[src/rtl/uart_tx_scheduler.sv]
// uart_tx_scheduler: round-robin arbiter that shares one uart_simplex
// transmitter between NUM_REQ byte producers. The transmitter has no busy or
// done output, so a launch is followed by a counted hold of
// FRAME_BITS*CLKS_PER_BIT cycles before the next arbitration.
//
// Optional feature macro: UART_SCHED_LOCK_EN (burst lock, keeps the grant
// while i_LOCK and i_REQ of the current owner stay high).
//
// Ports:
//   i_CLK        clock, rising edge
//   i_RST        asynchronous active-high reset
//   i_REQ        per-requester level request, held until acknowledged
//   i_DATA       requester n byte at [8n+7:8n]
//   i_LOCK       per-requester burst lock (UART_SCHED_LOCK_EN only)
//   o_ACK        one-hot, one-cycle byte-captured pulse
//   o_TX_ENABLE  one-cycle launch strobe to transmitter i_TX_ENABLE
//   o_DATA_OUT   byte to transmitter i_DATA_IN, stable for the whole frame
//   o_BUSY       high while launching or holding for the frame
//   o_GRANT_ID   index of current or last granted requester
module uart_tx_scheduler #(
  parameter int unsigned NUM_REQ      = 4,
  parameter int unsigned ID_W         = 2,
  parameter int unsigned CLKS_PER_BIT = 1,
  parameter int unsigned FRAME_BITS   = 10
) (
  input  logic                   i_CLK,
  input  logic                   i_RST,
  input  logic [NUM_REQ-1:0]     i_REQ,
  input  logic [NUM_REQ*8-1:0]   i_DATA,
  input  logic [NUM_REQ-1:0]     i_LOCK,
  output logic [NUM_REQ-1:0]     o_ACK,
  output logic                   o_TX_ENABLE,
  output logic [7:0]             o_DATA_OUT,
  output logic                   o_BUSY,
  output logic [ID_W-1:0]        o_GRANT_ID
);

  localparam int unsigned FRAME_CYC = FRAME_BITS * CLKS_PER_BIT;
  localparam int unsigned CNT_W     = $clog2(FRAME_CYC) + 1;

  typedef enum logic [1:0] {
    ST_IDLE   = 2'd0,
    ST_LAUNCH = 2'd1,
    ST_HOLD   = 2'd2
  } state_e;

  state_e              state_q, state_d;
  logic [CNT_W-1:0]    cnt_q, cnt_d;
  logic [NUM_REQ-1:0]  ack_q, ack_d;
  logic                tx_en_q, tx_en_d;
  logic [7:0]          data_q, data_d;
  logic                busy_q, busy_d;
  logic [ID_W-1:0]     grant_q, grant_d;

  logic [7:0]          req_byte [NUM_REQ];
  logic                win_vld;
  logic [ID_W-1:0]     win_id;

`ifndef UART_SCHED_LOCK_EN
  // Lock inputs are intentionally unused in the pure round-robin build.
  logic unused_lock;
  assign unused_lock = ^i_LOCK;
`endif

  // Split the flat data bus into per-requester bytes.
  for (genvar n = 0; n < NUM_REQ; n++) begin : g_bytes
    assign req_byte[n] = i_DATA[8*n +: 8];
  end

  // Round-robin search: first set request upward from grant_q+1, circularly.
  always_comb begin
    win_vld = 1'b0;
    win_id  = grant_q;
    for (int unsigned i = 1; i <= NUM_REQ; i++) begin
      int unsigned idx;
      idx = (32'(grant_q) + i) % NUM_REQ;
      if (!win_vld && i_REQ[ID_W'(idx)]) begin
        win_vld = 1'b1;
        win_id  = ID_W'(idx);
      end
    end
  end

  // State and registered outputs.
  always_ff @(posedge i_CLK or posedge i_RST) begin
    if (i_RST) begin
      state_q <= ST_IDLE;
      cnt_q   <= '0;
      ack_q   <= '0;
      tx_en_q <= 1'b0;
      data_q  <= 8'h00;
      busy_q  <= 1'b0;
      grant_q <= ID_W'(NUM_REQ - 1);
    end else begin
      state_q <= state_d;
      cnt_q   <= cnt_d;
      ack_q   <= ack_d;
      tx_en_q <= tx_en_d;
      data_q  <= data_d;
      busy_q  <= busy_d;
      grant_q <= grant_d;
    end
  end

  // Next-state and next-output logic.
  always_comb begin
    state_d = state_q;
    cnt_d   = cnt_q;
    ack_d   = '0;
    tx_en_d = 1'b0;
    data_d  = data_q;
    grant_d = grant_q;
    unique case (state_q)
      ST_IDLE: begin
        if (win_vld) begin
          ack_d   = NUM_REQ'(1) << win_id;
          data_d  = req_byte[win_id];
          grant_d = win_id;
          state_d = ST_LAUNCH;
        end
      end
      ST_LAUNCH: begin
        // Strobe is registered, so it lands in the cycle after the ack.
        tx_en_d = 1'b1;
        cnt_d   = CNT_W'(FRAME_CYC - 1);
        state_d = ST_HOLD;
      end
      ST_HOLD: begin
        if (cnt_q == '0) begin
          state_d = ST_IDLE;
`ifdef UART_SCHED_LOCK_EN
          // Locked owner with a pending byte keeps the transmitter.
          if (i_LOCK[grant_q] && i_REQ[grant_q]) begin
            ack_d   = NUM_REQ'(1) << grant_q;
            data_d  = req_byte[grant_q];
            state_d = ST_LAUNCH;
          end
`endif
        end else begin
          cnt_d = cnt_q - CNT_W'(1);
        end
      end
      default: state_d = ST_IDLE;
    endcase
  end

  assign busy_d = (state_d != ST_IDLE);

  assign o_ACK       = ack_q;
  assign o_TX_ENABLE = tx_en_q;
  assign o_DATA_OUT  = data_q;
  assign o_BUSY      = busy_q;
  assign o_GRANT_ID  = grant_q;

endmodule

[config.mk]
export PLATFORM = sky130hd
export DESIGN_NAME = uart_tx_scheduler
export DESIGN_NICKNAME = d
export VERILOG_FILES = /design/src/rtl/uart_tx_scheduler.sv
export SDC_FILE = /design/constraint.sdc
export NUM_CORES = 1
export LEC_CHECK = 0
export ABC_AREA = 1
export BUFFER_PORTS_ARGS = -buffer_cell sky130_fd_sc_hd__buf_2
export CORE_ASPECT_RATIO = 0.7
export CORE_UTILIZATION = 46
export DETAILED_ROUTE_END_ITERATION = 12
export PLACE_DENSITY_LB_ADDON = 0.1
export SETUP_SLACK_MARGIN = 0.15
export SLEW_MARGIN = 25
export SYNTH_ARGS = -nofsm -noshare
export SYNTH_HDL_FRONTEND = slang
export SYNTH_SLANG_ARGS = --single-unit
[constraint.sdc]
create_clock -name i_CLK -period 5.2 [get_ports i_CLK]
set_clock_uncertainty 0.15 [all_clocks]
set_input_delay 1.04 -clock i_CLK [delete_from_list [all_inputs] [get_ports i_CLK]]
set_output_delay 1.04 -clock i_CLK [all_outputs]
set_load 0.01 [all_outputs]
== After elaboration in Yosys (flattened, before gate mapping) ==
Cells that the tools add are included.

* Bits in registers: 23
* Bits in latches: 0
* Bits in writable memories: 0
* Memory bits (read-only): 0
* Bits of input ports: 42
* Logic and storage cells: 61
* Memories kept: 0

* $add $sub $neg: 5
* Multiply operators: 0
* Div/mod/pow operators: 0
* Magnitude comparators: 5
* Eq/ne operators: 3
* Shifts and indexed selects: 1
* Multiplexer cells: 27
* Bitwise logic cells: 1
* Reductions and logical operators: 12

{| class="wikitable"
|+ Operator list
! operator !! number
|-
| $bmux W8 S2 || 1
|-
| $mux W8 || 2
|-
| $lt A2 B3 Y1 const B || 4
|-
| $mux W2 || 6
|-
| $pmux W5 S2 || 1
|-
| $mux W1 || 9
|-
| $bmux W1 S2 || 4
|-
| $mux W4 || 2
|-
| $pmux W2 S3 || 1
|-
| $logic_not A5 Y1 || 1
|-
| $mux W5 || 1
|-
| $sub A5 B1 Y5 const B || 1
|-
| $add A2 B1 Y2 const B || 2
|-
| $add A2 B2 Y2 const B || 2
|-
| $reduce_and A2 Y1 || 2
|-
| $reduce_bool A2 Y1 || 2
|-
| $shl A1 B2 Y4 const A || 1
|-
| $ge A3 B3 Y1 const B || 1
|-
| $logic_and A1 B1 Y1 || 3
|-
| $logic_not A1 Y1 || 3
|-
| $not A2 Y3 || 1
|-
| $eq A2 B1 Y1 const B || 1
|-
| $eq A2 B2 Y1 const B || 1
|-
| $logic_not A2 Y1 || 1
|-
| $ne A2 B2 Y1 const B || 1
|}

== Logic depth before layout (Yosys ltp) ==
Gate-level depths: netlist (run 1).

* Depth after elaboration: 17
* Gate-level depth with buffers: 13
* Mapped depth without buffers: 13

== Least setup slack after synthesis (run 1) ==
Ideal clock, no wire load.

* Path kind: in2reg
* From: input port i_REQ[3]
* To: register data_q[0] (netlist: o_DATA_OUT[0])
* Setup time: 118 ps
* Arrival time: 1901 ps
* Slack: 3031 ps
* Stages: 12
* Cells stage by stage: inv_1 nand2_1 nand2_1 nand2_2 nand2_4 nand3_4 nand2_4 buf_6 inv_4 nor2_1 o21bai_1 inv_1

* Word-level cells in the longest chain between the ends: 16

{| class="wikitable"
|+ Ends and longest elaborated chain
! item !! line !! text
|-
| start: declaration || 28 || <nowiki>input logic [NUM_REQ-1:0] i_REQ,</nowiki>
|-
| $bmux W1 S2 || 77 || <nowiki>if (!win_vld && i_REQ[ID_W'(idx)]) begin</nowiki>
|-
| $mux W1 (not written as such) || 77 ||
|-
| $mux W1 || 77 ||
|-
| $logic_not A1 Y1 || 77 ||
|-
| $logic_and A1 B1 Y1 || 77 ||
|-
| $mux W1 || 77 ||
|-
| $logic_not A1 Y1 || 77 ||
|-
| $logic_and A1 B1 Y1 || 77 ||
|-
| $mux W1 || 77 ||
|-
| $logic_not A1 Y1 || 77 ||
|-
| $logic_and A1 B1 Y1 || 77 ||
|-
| $mux W2 || 77 ||
|-
| $not A2 Y3 (not written as such) || 117 || <nowiki>data_d = req_byte[win_id];</nowiki>
|-
| $bmux W8 S2 || 117 ||
|-
| $mux W8 (not written as such) (2 in series) || 117 ||
|-
| end signal: assignment || 99 || <nowiki>data_q <= data_d;</nowiki>
|-
| end: declaration || 51 || <nowiki>logic [7:0] data_q, data_d;</nowiki>
|}

Several ways; a longest one is shown, not always the timed one. The select of a mux whose other input is x is not followed.
A chain may end at the register's enable or synchronous reset.

== Worst setup path in the final report (run 1) ==
* From: input port i_REQ[1]
* To: register data_q[5] (netlist: o_DATA_OUT[5])

Same word-level chain as after synthesis.

==> results of run 1 <==
layout make-up:
class,count,share of cell area
inverter,31,0.0652
multi-input combinational,142,0.423
clock buffer,4,0.0247
sequential,23,0.317
tap,36,0.0247
timing repair buffer,53,0.146
critical path: cells and delay by family:
kind | cells | cell delay [ns]
simple gates | 9 | 1.20
buf+inv | 2 | 0.15
worst paths after layout:
path                       slack [ns]             to     startpoint  cells after the start
max in group asynchronous        3.60       cnt_q[3]          i_RST                      2
max reg2reg                      2.84  o_DATA_OUT[5]  o_GRANT_ID[0]                     10
min reg2reg                      0.34       cnt_q[0]       cnt_q[0]                      2
min                              0.34       cnt_q[0]       cnt_q[0]                      2
max                              2.83  o_DATA_OUT[5]       i_REQ[1]                     11
min in group asynchronous        0.79       o_ACK[0]          i_RST                      2
stage by stage:
stage               cell area [um^2]  total power, mW
finish                          1820             1.19
floorplan                       1510            0.941
global placement                1780             1.08
CTS                             1820             1.20
detailed placement              1780             1.09
global route                    1820             1.33
placed cells by master (no fill, tap or decap), types with 3 or more instances in the layout:
| master | synthesis | final |
|---|---|---|
| nand3b_1 | 6 | 6 |
| clkbuf_8 | 0 | 3 |
| buf_2 | 0 | 53 |
| nand2_4 | 6 | 6 |
| nor2_1 | 13 | 13 |
| inv_1 | 27 | 27 |
| nand4_1 | 7 | 7 |
| dfrtp_1 | 21 | 21 |
| inv_2 | 3 | 3 |
| o21ai_0 | 8 | 8 |
| nand3_1 | 30 | 30 |
| nand2_1 | 48 | 48 |
| nand2_2 | 9 | 9 |
metal layers:
metal,wire (um),track usage,part of all wire,vias up
li1,-,-,-,754
met1,1590,0.298,0.49,613
met2,1370,0.321,0.43,56
met3,252,0.0470,0.078,2
met4,8,0.0200,0.0025,0
met5,0,0,0,-
registers in the layout, summed over array words and instances (netlist names):
| signal | count |
|---|---|
| cnt_q | 5 |
| o_DATA_OUT | 8 |
| state_q | 2 |
| o_TX_ENABLE | 1 |
| o_ACK | 4 |
| o_BUSY | 1 |
| o_GRANT_ID | 2 |
cell usage after synthesis:
cell / count / area share
dfrtp_1: 21 / 0.35
buf_4: 1 / 0.0050
nor2_1: 13 / 0.032
xor2_1: 1 / 0.0058
o21ai_0: 8 / 0.027
inv_1: 27 / 0.067
dfstp_2: 2 / 0.035
nand3_1: 30 / 0.099
a21oi_1: 1 / 0.0033
inv_2: 3 / 0.0075
o22ai_1: 2 / 0.0083
nand4_1: 7 / 0.029
ha_1: 2 / 0.017
buf_6: 3 / 0.022
nand2_2: 9 / 0.037
nand3_2: 1 / 0.0066
o21bai_1: 2 / 0.0099
nand3_4: 2 / 0.023
o211ai_1: 1 / 0.0050
nand2_1: 48 / 0.12
nand2_4: 6 / 0.045
o31ai_1: 1 / 0.0050
nor2_2: 2 / 0.0083
inv_4: 1 / 0.0041
nand3b_1: 6 / 0.030
where the power goes:
group | internal, mW | total, mW | leakage [nW] | switching, mW
clock | 0.0546 | 0.107 | 0.0228 | 0.0522
combinational | 0.254 | 0.754 | 0.702 | 0.500
sequential | 0.272 | 0.332 | 0.282 | 0.0600
kinds of logic (layout without fill, tap and decap cells):
kind of cell | after synthesis | after routing
AND/OR/NAND/NOR | 124 | 124
XOR/XNOR | 1 | 1
buffers and inverters | 35 | 88
AO/OA/AOI/OAI | 15 | 15
adder cells (fa/ha/maj) | 2 | 2
flip-flops | 23 | 23
==> qor.log, run 1 <==
INFO  floorplanning  placement_rows=16
INFO  finish         finish.net_count=298
INFO  sta            layout_setup_ws=2.83ns
INFO  critical_path  worstPathRequired=5.24ns
INFO  logic_synthesis synth_xor_xnor_area_share=0.00580
INFO  clock_network  insertion_delay_to_the_later_sink_of_the_worst_skew_pair=0.26ns
INFO  placed_design  port_buffers=53
INFO  logic_synthesis synth.area.mux_share=0
INFO  global_routing track_usage=0.205
INFO  clock_network  clk_path_buf_depth=2
INFO  route          drt_first_pass_iters=4
INFO  logic_synthesis yosys.area_share.simple=0.430
INFO  clock_network  cts-htree-levels=1
INFO  sta            timing.final.hold_violations=0
INFO  placed_design  numPlacedInstances=285
INFO  floorplanning  die_width=70.5um
INFO  outcome        outcome=finished clean
INFO  logic_synthesis synth.ff_latch_count=23
INFO  sta            max_slew_margin=0.443
INFO  finish         register_area=578um^2
INFO  clock_network  cts.sinks=23
INFO  placed_design  place.detailed.hpwl=2470um
INFO  route          viasPerCell=4.93
INFO  hold_path      hold_class=register to register
INFO  route          drt_iter0_markers=75
INFO  clock_network  clk_root_buffer_cell=clkbuf_8
INFO  placed_design  dp_slack=2.59ns
INFO  placed_design  gp_congestion=0.760
INFO  clock_network  cts_inserted_buffers=3
INFO  critical_path  slowest_stage=nor2_2
INFO  floorplanning  floorplan.die.height=49.9um
INFO  logic_synthesis synth_area=1510um^2
INFO  logic_synthesis synthesis.nets=244
INFO  logic_synthesis yosys_warnings=0
INFO  route          remaining_drc_errors=0
INFO  critical_path  worst-setup-path-type=primary input to register
INFO  global_routing grt_pass1_wl=5760um
INFO  sta            final.period_utilization=0.456
INFO  critical_path  worst-path-max-fanout=12
INFO  route          total_length_of_routed_wires=3230um
INFO  floorplanning  die-area=3520um^2
INFO  logic_synthesis adder_cell_area_share_of_the_yosys_netlist=0.0166
INFO  clock_network  cts_tree=yes
INFO  floorplanning  core_area=2940um^2
INFO  logic_synthesis post_synth.cell_area_avg=7.54um^2
INFO  sta            totalNegativeSetupSlack=0ns
INFO  sta            holdWs=0.339ns
INFO  sta            unrepaired_setup_endpoints_after_global_routing=no
INFO  critical_path  crit_arrival=2.42ns
INFO  logic_synthesis netlist_instances=200
INFO  logic_synthesis ys_types=25
INFO  pwr            ir_worst_vdd=308uV
INFO  sta            fmax=421MHz
INFO  sta            shortest_period_the_worst_path_allows=2.37ns
INFO  finish         finish.utilization=0.619
INFO  sta            final-setup-viol-count=0
INFO  route          drt.antenna.violating_nets=0
INFO  finish         fill_cells=278
INFO  critical_path  critical-path-max-stage-delay=0.41ns
INFO  logic_synthesis synth-compound-area-share=0.0580
INFO  logic_synthesis synth_top_family_by_area=simple AND/OR/NAND/NOR gates
INFO  flow_run       cap_violations=0
INFO  floorplanning  initial_util=0.513
INFO  critical_path  critPathCaptureType=register
INFO  sta            timing_max_transition_violations_final=0
INFO  global_routing first_global_vias=1,317
INFO  sta            timing_worst_slew_pin_value=0.835ns
INFO  route          vias=1,425
INFO  finish         multi_input_comb_area=771um^2
INFO  global_routing grt_antenna_before_repair=0
INFO  logic_synthesis seq_area_frac_synth=0.383
INFO  pwr            power_density=654nW/um^2
INFO  global_routing grt.overflow.total=0
INFO  critical_path  cp_cell_sequence=buf_2, inv_1, nand2_1, nand2_1, nand2_2, nand2_4, nand3_4, nand2_4, nor2_2, nand3_1, nand4_1
INFO  clock_network  cts.repair.resized=0
INFO  pwr            lkg_pwr=1.01nW
INFO  finish         syn_to_final_growth=20.8%
INFO  global_routing grt_max_degree=24
INFO  clock_network  holdBufCountCts=0
INFO  finish         final-instance-count-excl-fill=289
INFO  floorplanning  io_pins=58
INFO  critical_path  critPathLaunchType=primary input
INFO  clock_network  total_setup_buffers_inserted_after_cts=0
INFO  clock_network  clock_pin_slew_of_the_registers_on_the_worst_case_setup_and_hold_paths=0.07ns
INFO  finish         post_route_cells_drive_above_1_share=0.324
INFO  route          avgRoutedWirePerCell=11.2um
INFO  finish         antenna_cells_inserted=0
Power figures use the tool's default switching activity.
==> run 2, diff against run 1 <==
- clock period: 5.2 -> 2.25 ns (I/O delays scaled with it)
==> qor.log, run 2 (synthesis gave the netlist of run 1 again) <==
INFO  sta            final-setup-viol-count=0
INFO  finish         finish.net_count=300
INFO  sta            final.period_utilization=0.872
INFO  global_routing track_usage=0.206
INFO  clock_network  clock_pin_slew_of_the_registers_on_the_worst_case_setup_and_hold_paths=0.08ns
INFO  floorplanning  die-area=3520um^2
INFO  clock_network  cts-htree-levels=1
INFO  critical_path  crit-reg2reg-launch=o_GRANT_ID[0]
INFO  route          drt_iter0_markers=38
INFO  sta            timing_max_transition_violations_final=0
INFO  clock_network  insertion_delay_to_the_later_sink_of_the_worst_skew_pair=0.27ns
INFO  critical_path  worst-path-max-fanout=12
INFO  finish         largest_register_ff_count=8
INFO  clock_network  clk_root_buffer_cell=clkbuf_8
INFO  route          avgRoutedWirePerCell=11.0um
INFO  critical_path  worst-setup-path-type=register to register
INFO  global_routing use_met1=0.285
INFO  sta            holdWs=0.0489ns
INFO  global_routing first_global_vias=1,278
INFO  route          total_length_of_routed_wires=3190um
INFO  clock_network  total_setup_buffers_inserted_after_cts=0
INFO  clock_network  clk_path_buf_depth=2
INFO  route          viasPerCell=4.93
INFO  global_routing grt.overflow.total=0
INFO  critical_path  critPathLaunchType=register
INFO  route          drt.antenna.violating_nets=0
INFO  clock_network  cts.sinks=23
INFO  floorplanning  core_area=2940um^2
INFO  placed_design  port_buffers=53
INFO  floorplanning  io_pins=58
INFO  sta            shortest_period_the_worst_path_allows=1.96ns
INFO  sta            unrepaired_setup_endpoints_after_global_routing=yes
INFO  finish         fill_cells=293
INFO  placed_design  dp_slack=0.176ns
INFO  sta            timing_worst_slew_pin_value=0.338ns
INFO  critical_path  crit_arrival=2.02ns
INFO  global_routing grt_pass1_wl=5620um
INFO  pwr            lkg_pwr=1.02nW
INFO  floorplanning  floorplan.die.height=49.9um
INFO  sta            timing.final.hold_violations=0
INFO  finish         layout_commonest_cell=buf_2
INFO  critical_path  critPathCaptureType=register
INFO  sta            max_slew_margin=0.774
INFO  floorplanning  placement_rows=16
INFO  finish         syn_to_final_growth=23.1%
INFO  sta            totalNegativeSetupSlack=0ns
INFO  route          drt_first_pass_iters=4
INFO  finish         post_route_cells_drive_above_1_share=0.333
INFO  pwr            power_density=1510nW/um^2
INFO  global_routing grt_use_met3=0.0593
INFO  sta            layout_setup_ws=0.288ns
INFO  pwr            ir_worst_vdd=653uV
INFO  outcome        outcome=finished clean
INFO  floorplanning  die_width=70.5um
INFO  hold_path      hold_class=primary input to async pin
INFO  finish         final_cell_mix=buf_2, nand2_1, nand3_1
INFO  floorplanning  initial_util=0.513
INFO  flow_run       cap_violations=0
INFO  placed_design  place.detailed.hpwl=2450um
INFO  global_routing grt_antenna_before_repair=0
INFO  finish         antenna_cells_inserted=0
INFO  global_routing groute.layer.met2.usage=0.313
INFO  clock_network  cts_inserted_buffers=3
INFO  global_routing grt_busiest_layer=met2
INFO  sta            fmax=510MHz
INFO  global_routing grt_max_degree=24
INFO  clock_network  cts_tree=yes
INFO  route          remaining_drc_errors=0
INFO  critical_path  setup.worst_path.start=o_GRANT_ID[0]
INFO  critical_path  worstPathRequired=2.31ns
INFO  placed_design  gp_congestion=0.771
INFO  route          vias=1,435
==> run 2: cell count changes in the layout (fill, tap and decap cells not counted), sizes merged <==
cell / before / now
buf: 53 / 55
clkbuf: 4 / 3
clkinv: 0 / 1
==> run 2: per-layer routing <==
layer	vias to the layer above	wire length (um)
li1	753	-
met1	624	1640
met2	52	1260
met3	6	253
met4	0	46
met5	-	0
==> run 2: final timing paths <==
path | end | slack, ns | cells past startpoint
max | o_DATA_OUT[2] | 0.29 | 10
max in group asynchronous | o_GRANT_ID[1] | 1.61 | 3
min in group i_CLK | o_DATA_OUT[3] | 0.28 | 3
min | o_DATA_OUT[3] | 0.05 | 3
min reg2reg | o_TX_ENABLE | 0.31 | 1
max reg2reg | o_DATA_OUT[2] | 0.29 | 10
==> run 2: worst max-delay path, cell delays in order (launching register included) <==
cell     delay, ns
dfstp_2       0.55
inv_2         0.10
nand2_1       0.09
nand2_2       0.07
nand2_2       0.08
nand2_4       0.09
nand3_4       0.09
nand2_4       0.12
nor2_2        0.31
nand3_1       0.16
nand4_1       0.10
==> run 2: what timing repair did <==
item / 4_1_cts / 5_1_grt
gates resized for setup: 0 / 4
hold buffers: 0 / 0
endpoints found under the setup margin: 0 / 11
==> run 2: area by class of cell <==
| class | count | area (um^2) | area share |
|---|---|---|---|
| Clock buffer | 3 | 41.3 | 0.0222 |
| Clock inverter | 1 | 5.00 | 0.00269 |
| Inverter | 31 | 119 | 0.0640 |
| Multi-Input combinational cell | 142 | 786 | 0.423 |
| Sequential cell | 23 | 578 | 0.311 |
| Tap cell | 36 | 45.0 | 0.0242 |
| Timing Repair Buffer | 55 | 284 | 0.153 |
==> run 2: power breakdown <==
group,switching (mW),internal (mW),total [mW]
Combinational,1.21,0.625,1.83
Clock,0.129,0.124,0.253
Sequential,0.102,0.627,0.729
Total,1.44,1.38,2.81
==> run 2: stage by stage <==
stage | instances | cell area (um^2) | total power, mW | util
floorplan | 200 | 1510 | 2.17 | -
global placement | 287 | 1790 | 2.51 | 0.609
detailed placement | 287 | 1790 | 2.53 | 0.609
CTS | 291 | 1840 | 2.78 | 0.625
global route | 291 | 1860 | 3.10 | 0.631
finish | 291 | 1860 | 2.81 | 0.631
==> run 3, diff against run 2 <==
- CORE_MARGIN: unset -> 2
- CORE_UTILIZATION: 46 -> 49
==> qor.log, run 3 (synthesis gave the netlist of run 1 again) <==
INFO  outcome        outcome=finished clean
INFO  sta            totalNegativeSetupSlack=0ns
INFO  critical_path  setup_slack_of_the_most_critical_reg_to_reg_path=0.28ns
INFO  global_routing grt_antenna_before_repair=0
INFO  pwr            ir_worst_vdd=657uV
INFO  hold_path      hold_class=primary input to async pin
INFO  flow_run       cap_violations=0
INFO  critical_path  critPathLaunchType=register
INFO  global_routing grt_max_degree=24
INFO  floorplanning  die-area=3550um^2
INFO  sta            final.period_utilization=0.878
INFO  sta            timing.final.hold_violations=0
INFO  placed_design  port_buffers=53
INFO  finish         largest_register_ff_count=8
INFO  sta            unrepaired_setup_endpoints_after_global_routing=no
INFO  sta            final-setup-viol-count=0
INFO  pwr            power=2.99mW
INFO  clock_network  clock_pin_slew_of_the_registers_on_the_worst_case_setup_and_hold_paths=0.08ns
INFO  finish         antenna_cells_inserted=0
INFO  global_routing grt_pass1_wl=5980um
INFO  route          drt_first_pass_iters=4
INFO  pwr            lkg_pwr=1.05nW
INFO  critical_path  worstPathRequired=2.26ns
INFO  route          total_length_of_routed_wires=3530um
INFO  sta            max_slew_margin=0.811
INFO  floorplanning  die_width=70.3um
INFO  clock_network  cts-htree-levels=1
INFO  route          drt_iter0_markers=57
INFO  sta            shortest_period_the_worst_path_allows=1.97ns
INFO  floorplanning  core_area=2860um^2
INFO  finish         final_cell_mix=buf_2, nand2_1, nand3_1
INFO  clock_network  cts.sinks=23
INFO  route          viasPerCell=5.03
INFO  clock_network  cts_tree=yes
INFO  finish         post_route_cells_drive_above_1_share=0.346
INFO  global_routing grt.overflow.total=0
INFO  finish         finish.utilization=0.666
INFO  critical_path  setup.worst_path.start=o_GRANT_ID[0]
INFO  placed_design  place.detailed.hpwl=2610um
INFO  sta            holdWs=0.0587ns
INFO  clock_network  insertion_delay_to_the_later_sink_of_the_worst_skew_pair=0.27ns
INFO  critical_path  crit-reg2reg-launch=o_GRANT_ID[0]
INFO  route          remaining_drc_errors=0
INFO  pwr            power_density=1570nW/um^2
INFO  critical_path  rr_worst_depth=13
INFO  critical_path  crit_arrival=1.98ns
INFO  critical_path  worst_setup_path_endpoint=o_DATA_OUT[0]
INFO  floorplanning  placement_rows=16
INFO  floorplanning  floorplan.die.height=50.4um
INFO  critical_path  worst-path-max-fanout=11
INFO  critical_path  critPathCaptureType=register
INFO  floorplanning  io_pins=58
INFO  clock_network  clk_path_buf_depth=2
INFO  placed_design  placed_cell_area=1810um^2
INFO  clock_network  cts_inserted_buffers=3
INFO  route          drt.antenna.violating_nets=0
INFO  clock_network  clk_root_buffer_cell=clkbuf_8
INFO  sta            timing_worst_slew_pin_value=0.283ns
INFO  route          vias=1,489
INFO  finish         syn_to_final_growth=26.3%
INFO  sta            fmax=506MHz
INFO  global_routing track_usage=0.212
INFO  critical_path  worst_r2r_dst=o_DATA_OUT[0]
INFO  finish         layout_commonest_cell=buf_2
INFO  finish         finish.net_count=305
INFO  floorplanning  initial_util=0.527
INFO  route          avgRoutedWirePerCell=11.9um
INFO  placed_design  gp_congestion=0.815
INFO  finish         fin_area=1910um^2
INFO  global_routing first_global_vias=1,404
INFO  clock_network  holdBufCountCts=0
INFO  critical_path  worst-setup-path-type=register to register
INFO  sta            timing_max_transition_violations_final=0
==> run 3: critical path, cell delays in order, from the launching register on <==
cell	delay, ns
dfstp_2	0.58
inv_2	0.12
nand2_1	0.10
nand2_1	0.06
nand2_1	0.09
nand2_2	0.06
nand2_4	0.10
nand2_4	0.08
nand2_4	0.10
nand2_4	0.11
nand2_1	0.08
nand2_1	0.04
o21bai_1	0.14
inv_1	0.05
==> run 3: per-layer routing <==
metal	routed length, um	GRT usage	vias up
li1	-	-	770
met1	1720	0.280	660
met2	1560	0.360	57
met3	240	0.0542	2
met4	10	0.0321	0
met5	0	0	-
==> run 3: final cells by class <==
cell class	count	area (um^2)
fill	268	957
timing repair buffer	59	318
inverter	31	119
clock inverter	1	5.00
multi-input combinational	143	800
sequential	23	578
clock buffer	3	41.3
tap	36	45.0
==> run 3: where the power goes <==
group	switching (mW)	leakage [nW]	internal [mW]
clock	0.132	0.0255	0.124
combinational	1.29	0.743	0.708
sequential	0.112	0.282	0.627
total	1.53	1.05	1.46
==> run 3: through the flow <==
step                setup WS [ns]  instances
finish                      0.275        296
CTS                         0.173        293
global route                0.141        296
floorplan                   0.424        200
detailed placement          0.178        289
global placement            0.227        289
==> run 3: worst min-delay path by stage <==
| stage | startpoint | endpoint | slack [ns] | cells after the start |
|---|---|---|---|---|
| 2_1_floorplan | state_q[1] | o_TX_ENABLE | 0.29 | 1 |
| 3_3_place_gp | state_q[1] | o_TX_ENABLE | 0.31 | 1 |
| 3_5_place_dp | state_q[1] | o_TX_ENABLE | 0.30 | 1 |
| 4_1_cts | i_RST | o_BUSY | 0.07 | 3 |
| 5_1_grt | i_RST | o_BUSY | 0.10 | 3 |
| 6_report | i_RST | cnt_q[2] | 0.06 | 3 |
==> run 3: timing repair <==
action / in CTS / in global routing
endpoints found under the hold margin: 0 / 0
setup endpoints to repair: 0 / 10
resized for setup: 0 / 6
buffers inserted: 0 / 2
